<file path="src/rtl/script_sequencer.sv">
`default_nettype none
// ============================================================================
// Module   : script_sequencer
// Brief    : Fetches 16-bit script words at pc and drives the game command bus.
// Revision : 1.0
// ============================================================================
module script_sequencer #(
  parameter int PC_W     = 8,
  parameter int PC_STEP  = 2,
  parameter int WAIT_W   = 8,
  parameter int TICK_DIV = 1,
  parameter int TIMEOUT  = 65535
) (
  input  logic            clk,
  input  logic            rst,
  input  logic            go_i,
  input  logic            step_mode_i,
  input  logic            step_i,
  input  logic [15:0]     script_i,
  input  logic [7:0]      out_bits_i,
  output logic [PC_W-1:0] pc_o,
  output logic [7:0]      in_bits_o,
  output logic            busy_o,
  output logic            done_o,
  output logic            err_o,
  output logic [3:0]      state_dbg_o
);

  localparam int c_to_w  = (TIMEOUT > 3) ? $clog2(TIMEOUT + 1) : 2;
  localparam int c_wt_w  = WAIT_W + $clog2(TICK_DIV + 1);
  localparam int c_cnt_w = (c_to_w > c_wt_w) ? c_to_w : c_wt_w;

  localparam logic [c_cnt_w-1:0] c_to_last = c_cnt_w'((TIMEOUT > 0) ? TIMEOUT - 1 : 0);
  localparam logic [PC_W-1:0]    c_pc_step = PC_W'(PC_STEP);

  // State codes follow the order the states are listed in, so LEDs read 0..12
  localparam logic [3:0] c_idle      = 4'd0;
  localparam logic [3:0] c_fetch     = 4'd1;
  localparam logic [3:0] c_decode    = 4'd2;
  localparam logic [3:0] c_start     = 4'd3;
  localparam logic [3:0] c_target    = 4'd4;
  localparam logic [3:0] c_move      = 4'd5;
  localparam logic [3:0] c_act       = 4'd6;
  localparam logic [3:0] c_wait_cnt  = 4'd7;
  localparam logic [3:0] c_wait_cond = 4'd8;
  localparam logic [3:0] c_advance   = 4'd9;
  localparam logic [3:0] c_hold      = 4'd10;
  localparam logic [3:0] c_done      = 4'd11;
  localparam logic [3:0] c_error     = 4'd12;

  localparam logic [4:0] c_op_start = 5'b01100;
  localparam logic [4:0] c_op_end   = 5'b10100;
  localparam logic [4:0] c_op_wait  = 5'b00011;
  localparam logic [4:0] c_op_cond  = 5'b01011;
  localparam logic [4:0] c_op_jump  = 5'b00010;

  logic [3:0]         state_q, state_d;
  logic [PC_W-1:0]    pc_q, pc_d;
  logic [15:0]        instr_q, instr_d;
  logic [c_cnt_w-1:0] cnt_q, cnt_d;
  logic [7:0]         in_bits_q, in_bits_d;
  logic               busy_q, busy_d;
  logic               done_q, done_d;
  logic               err_q, err_d;

  logic [1:0]         w_act;
  logic               w_cond_met;
  logic               w_timeout;
  logic [WAIT_W-1:0]  w_wait_n;
  logic [c_cnt_w-1:0] w_wait_total;
  logic [c_cnt_w-1:0] w_wait_last;
  logic [PC_W-1:0]    w_jump_pc;
  logic               w_unused;

  assign w_act        = instr_q[4:3];
  assign w_wait_n     = instr_q[8 +: WAIT_W];
  assign w_wait_total = c_cnt_w'(w_wait_n) * c_cnt_w'(TICK_DIV);
  assign w_wait_last  = w_wait_total - c_cnt_w'(1);
  assign w_jump_pc    = PC_W'({24'b0, instr_q[15:8]} * 32'(PC_STEP));
  assign w_timeout    = (TIMEOUT != 0) && (cnt_q == c_to_last);
  assign w_unused     = ^{out_bits_i[7:6], out_bits_i[1:0]};

  // Exit condition of whichever feedback wait is active this cycle
  always_comb begin
    w_cond_met = 1'b0;
    case (state_q)
      c_move: w_cond_met = out_bits_i[2];
      c_act: begin
        case (w_act)
          2'b00:   w_cond_met = out_bits_i[3];
          2'b01:   w_cond_met = !out_bits_i[3];
          2'b11:   w_cond_met = !out_bits_i[3];
          default: w_cond_met = 1'b1;
        endcase
      end
      c_wait_cond: w_cond_met = out_bits_i[2 + 32'(instr_q[6:5])];
      default: w_cond_met = 1'b0;
    endcase
  end

  always_ff @(posedge clk) begin
    if (rst) begin
      state_q   <= c_idle;
      pc_q      <= '0;
      instr_q   <= '0;
      cnt_q     <= '0;
      in_bits_q <= '0;
      busy_q    <= 1'b0;
      done_q    <= 1'b0;
      err_q     <= 1'b0;
    end else begin
      state_q   <= state_d;
      pc_q      <= pc_d;
      instr_q   <= instr_d;
      cnt_q     <= cnt_d;
      in_bits_q <= in_bits_d;
      busy_q    <= busy_d;
      done_q    <= done_d;
      err_q     <= err_d;
    end
  end

  always_comb begin
    state_d = state_q;
    pc_d    = pc_q;
    instr_d = instr_q;
    case (state_q)
      c_idle:   if (go_i) state_d = c_fetch;
      c_fetch: begin
        instr_d = script_i;
        state_d = c_decode;
      end
      c_decode: begin
        if (instr_q[2:0] == 3'b001) begin
          state_d = c_target;
        end else begin
          case (instr_q[4:0])
            c_op_start: state_d = c_start;
            c_op_end:   state_d = c_done;
            c_op_wait:  state_d = c_wait_cnt;
            c_op_cond:  state_d = instr_q[7] ? c_error : c_wait_cond;
            c_op_jump: begin
              pc_d    = w_jump_pc;
              state_d = c_fetch;
            end
            default:    state_d = c_error;
          endcase
        end
      end
      c_start:  if (cnt_q == c_cnt_w'(1)) state_d = c_advance;
      c_target: state_d = (w_act == 2'b11) ? c_act : c_move;
      c_move: begin
        if (w_cond_met)     state_d = c_act;
        else if (w_timeout) state_d = c_error;
      end
      c_act, c_wait_cond: begin
        if (w_cond_met)     state_d = c_advance;
        else if (w_timeout) state_d = c_error;
      end
      c_wait_cnt: begin
        if ((w_wait_n == '0) || (cnt_q == w_wait_last)) state_d = c_advance;
      end
      c_advance: begin
        pc_d    = pc_q + c_pc_step;
        state_d = step_mode_i ? c_hold : c_fetch;
      end
      c_hold:   if (step_i || !step_mode_i) state_d = c_fetch;
      c_done:   state_d = c_done;
      c_error:  state_d = c_error;
      default:  state_d = c_idle;
    endcase
    // One counter serves START length, WAIT_CNT length and the feedback timeout
    cnt_d = (state_d != state_q) ? '0 : cnt_q + c_cnt_w'(1);
  end

  always_comb begin
    in_bits_d = 8'h00;
    case (state_d)
      c_start:  in_bits_d = 8'b0000_0101;
      c_done:   in_bits_d = 8'b0000_1001;
      c_target: in_bits_d = {instr_q[13:8], 2'b11};
      c_move:   in_bits_d = 8'b0010_0010;
      c_act: begin
        case (w_act)
          2'b00:   in_bits_d = 8'b0000_0110;
          2'b01:   in_bits_d = 8'b0000_1010;
          2'b10:   in_bits_d = 8'b0001_0010;
          default: in_bits_d = 8'b0100_0010;
        endcase
      end
      default:  in_bits_d = 8'h00;
    endcase
    busy_d = (state_d != c_idle) && (state_d != c_done) && (state_d != c_error);
    done_d = done_q | (state_d == c_done);
    err_d  = err_q  | (state_d == c_error);
  end

  assign pc_o        = pc_q;
  assign in_bits_o   = in_bits_q;
  assign busy_o      = busy_q;
  assign done_o      = done_q;
  assign err_o       = err_q;
  assign state_dbg_o = state_q;

endmodule
`default_nettype wire

</file>
<file path="config.mk">
export PLATFORM = sky130hd
export DESIGN_NAME = script_sequencer
export DESIGN_NICKNAME = d
export VERILOG_FILES = /design/src/rtl/script_sequencer.sv
export SDC_FILE = /design/constraint.sdc
export NUM_CORES = 1
export LEC_CHECK = 0
export ABC_AREA = 1
export ABC_CLOCK_PERIOD_IN_PS = 5000
export BUFFER_PORTS_ARGS = -buffer_cell sky130_fd_sc_hd__buf_4
export CORE_MARGIN = 10
export CORE_UTILIZATION = 32
export DETAILED_ROUTE_END_ITERATION = 6
export GPL_ROUTABILITY_DRIVEN = 0
export GPL_TIMING_DRIVEN = 0
export HOLD_SLACK_MARGIN = 0.05
export SETUP_SLACK_MARGIN = 0.05
export SLEW_MARGIN = 30
export SYNTH_ARGS = -nofsm -noshare
export SYNTH_HDL_FRONTEND = slang
export SYNTH_SLANG_ARGS = --single-unit
export TNS_END_PERCENT = 100
</file>
<file path="constraint.sdc">
create_clock -name clk -period 5 [get_ports clk]
set_input_delay 0.75 -clock clk [delete_from_list [all_inputs] [get_ports clk]]
set_output_delay 0.75 -clock clk [all_outputs]
set_load 0.05 [all_outputs]
</file>
==> results.yml <==
run_status:
  outcome: "completed"
power_and_ir_drop:
  power.density_nw_per_um2: 470
  vdd_drop_max_v: 0.000153
  cellLeakagePower_nw: 1.72
  power_w: 0.00181
route:
  routedWlPerCell_um: 12.5
  dr.pass1.iters: 4
  finalWirelength_um: 8980
  viasPerCell: 4.76
  drc: 0
  vias: 3412
  first_iter_violations: 176
  ant_nets: 0
synthesis:
  ys_warn_count: 0
  syn_avg_cell_area_um2: 6.14
  ys_types: 33
  synth.area.top_cells: "dfxtp_1 (33%), nand2_1 (15%), nor2_1 (11%)"
  syn-cell-area_um2: 3260
  synth_edf_count: 0
  synth_area_leader_cell: "dfxtp_1"
  synth_top_area_frac: 0.332
  synth_ff_type: "dfxtp_1"
  async_flop_share: 0
  ys_ff_latch: 54
  synthesis.nets: 565
  synth_cells: 531
  ys_seq_area_frac: 0.332
floorplan:
  io_pins: 52
  die_area_um2: 14600
  core_area_um2: 9860
  die_h_um: 121
  die_w_um: 121
  rows: 36
  initial_core_util: 0.331
setup_path:
  start_kind: "flip-flop"
  path_max_fanout: 7
  path_class: "reg -> reg"
  worstPathArrival_ns: 2.86
  required_ns: 5.23
  cp-end-kind: "flip-flop"
sta:
  slew_viol_final: 0
  worst_pin_slew_ns: 0.554
  final.period_utilization: 0.526
  rsz0062_at_grt: "false"
  slew_headroom: 0.631
  fmax_ghz: 0.380
  worst_slack_ns: 2.37
  finalHoldViolations: 0
  setup_viol: 0
  fin_setup_tns_ns: 0
  holdWs_ns: 0.461
  period_needed_ns: 2.63
  clock_skew_ns: 0.0160
place:
  hpwl_um: 7260
  portBuffers: 45
  placed_cell_area_um2: 3760
  dp_slack_ns: 2.40
cts:
  root_buffer: "clkbuf_8"
  postCtsSetupRepairBufs: 0
  cts_hold_buf: 0
  cts.sinks: 54
  cts_resized: 0
  cts_buffers: 5
  clk_latency_ns: 0.32
  clk_pin_slew_worst_paths_ns: 0.10
  cts_max_level: 2
  max-clock-path-buffers: 2
  cts_tree: "done"
layout:
  multiInputGateArea_um2: 1830
  nets: 617
  area_growth_syn_to_layout_pct: 18.2
  final_cell_mix: "nand2_1 (130), nor2_1 (93), inv_1 (73)"
  final_common_cell: "nand2_1"
  register_area_um2: 1080
  drive_above_1_share: 0.142
  design_area_um2: 3850
  fillers: 1079
  n_antenna_cell: 0
grt:
  antenna_found_initial: 0
  grt_max_degree: 18
  grt_overflow: 0
  grt_usage: 0.124
  grt_pass1_wl_um: 15200
  first_global_vias: 3225
job:
  maxCapViolations: 0
worst_hold_path:
  hold_class: "reg -> reg"
power breakdown:
group          internal [W]  total, W  switching (W)  leakage, nW
sequential         0.000513  0.000605      0.0000924        0.438
combinational      0.000299  0.000948       0.000649         1.24
clock              0.000101  0.000257       0.000156       0.0418
cell usage after synthesis (2+ instances only):
cell and instances:
dfxtp_1 54, nor3_1 5, inv_2 6, a21oi_1 29, nor2_1 93, nand3_1 38, inv_1 73, o2111ai_1 2
nand2_2 3, nor4_1 5, ha_1 5, nand2_1 130, clkbuf_1 8, xor2_1 11, nand4_1 5, o21ai_1 4
a31oi_1 2, o21ai_0 26, nor2_2 15, xnor2_1 4
worst max-delay path, cell delays in order, from the launching register on:
cell and delay, ns:
dfxtp_1 0.32, inv_1 0.23, ha_1 0.27, nand2_1 0.11, inv_1 0.08, nand3_1 0.11
a21oi_1 0.16, nor2_1 0.06, nand2_1 0.09, nand3_1 0.13, nand2_1 0.18, inv_1 0.12
nor2_1 0.34, nand3_1 0.13, a21oi_1 0.24
flip-flops by register name, summed over array words and instances, names as in the netlist:
signal / count
busy_o: 1
cnt_q: 16
done_o: 1
err_o: 1
in_bits_o: 8
instr_q: 16
pc_o: 7
state_dbg_o: 4
metal layers:
| layer | wire, um | GRT usage | share of wire |
|---|---|---|---|
| met1 | 4460 | 0.170 | 0.50 |
| met2 | 3910 | 0.187 | 0.44 |
| met3 | 406 | 0.0237 | 0.045 |
| met4 | 204 | 0.0498 | 0.023 |
| met5 | 0 | 0 | 0 |
per-stage QoR:
stage,utilization,instances
finish,0.391,717
global route,0.391,717
CTS,0.391,717
detailed placement,0.382,709
global placement,0.382,709
floorplan,-,531
path summary, 6_finish.rpt:
check / end / start / cells past startpoint / slack [ns]
worst max-delay path: in_bits_o[3]$_SDFF_PP0_ / instr_q[8]$_SDFFE_PP0P_ / 14 / 2.37
worst min-delay path: err_o$_SDFF_PP0_ / err_o$_SDFF_PP0_ / 2 / 0.46
worst max register to register: in_bits_o[3]$_SDFF_PP0_ / instr_q[8]$_SDFFE_PP0P_ / 14 / 2.37
worst min register to register: err_o$_SDFF_PP0_ / err_o$_SDFF_PP0_ / 2 / 0.46
logic make-up (layout without fill, tap and decap cells):
family	after synthesis	after routing	share of synthesized area
and+or+nand+nor	299	299	0.389
buffers and inverters	90	143	0.107
AOI/OAI and AO/OA	67	67	0.111
DFF	54	54	0.332
xor gates and xnor gates	15	15	0.0403
adders and majority gates	5	5	0.0192
other	1	1	0.00115
layout make-up:
type	count	share of cell area
Clock buffer	6	0.0188
Clock inverter	2	0.00422
Multi-Input combinational cell	387	0.475
Buffer	11	0.0140
Tap cell	133	0.0432
Sequential cell	54	0.281
Timing Repair Buffer	45	0.0877
Inverter	79	0.0769
No activity file was read; power rests on OpenSTA's default activity.
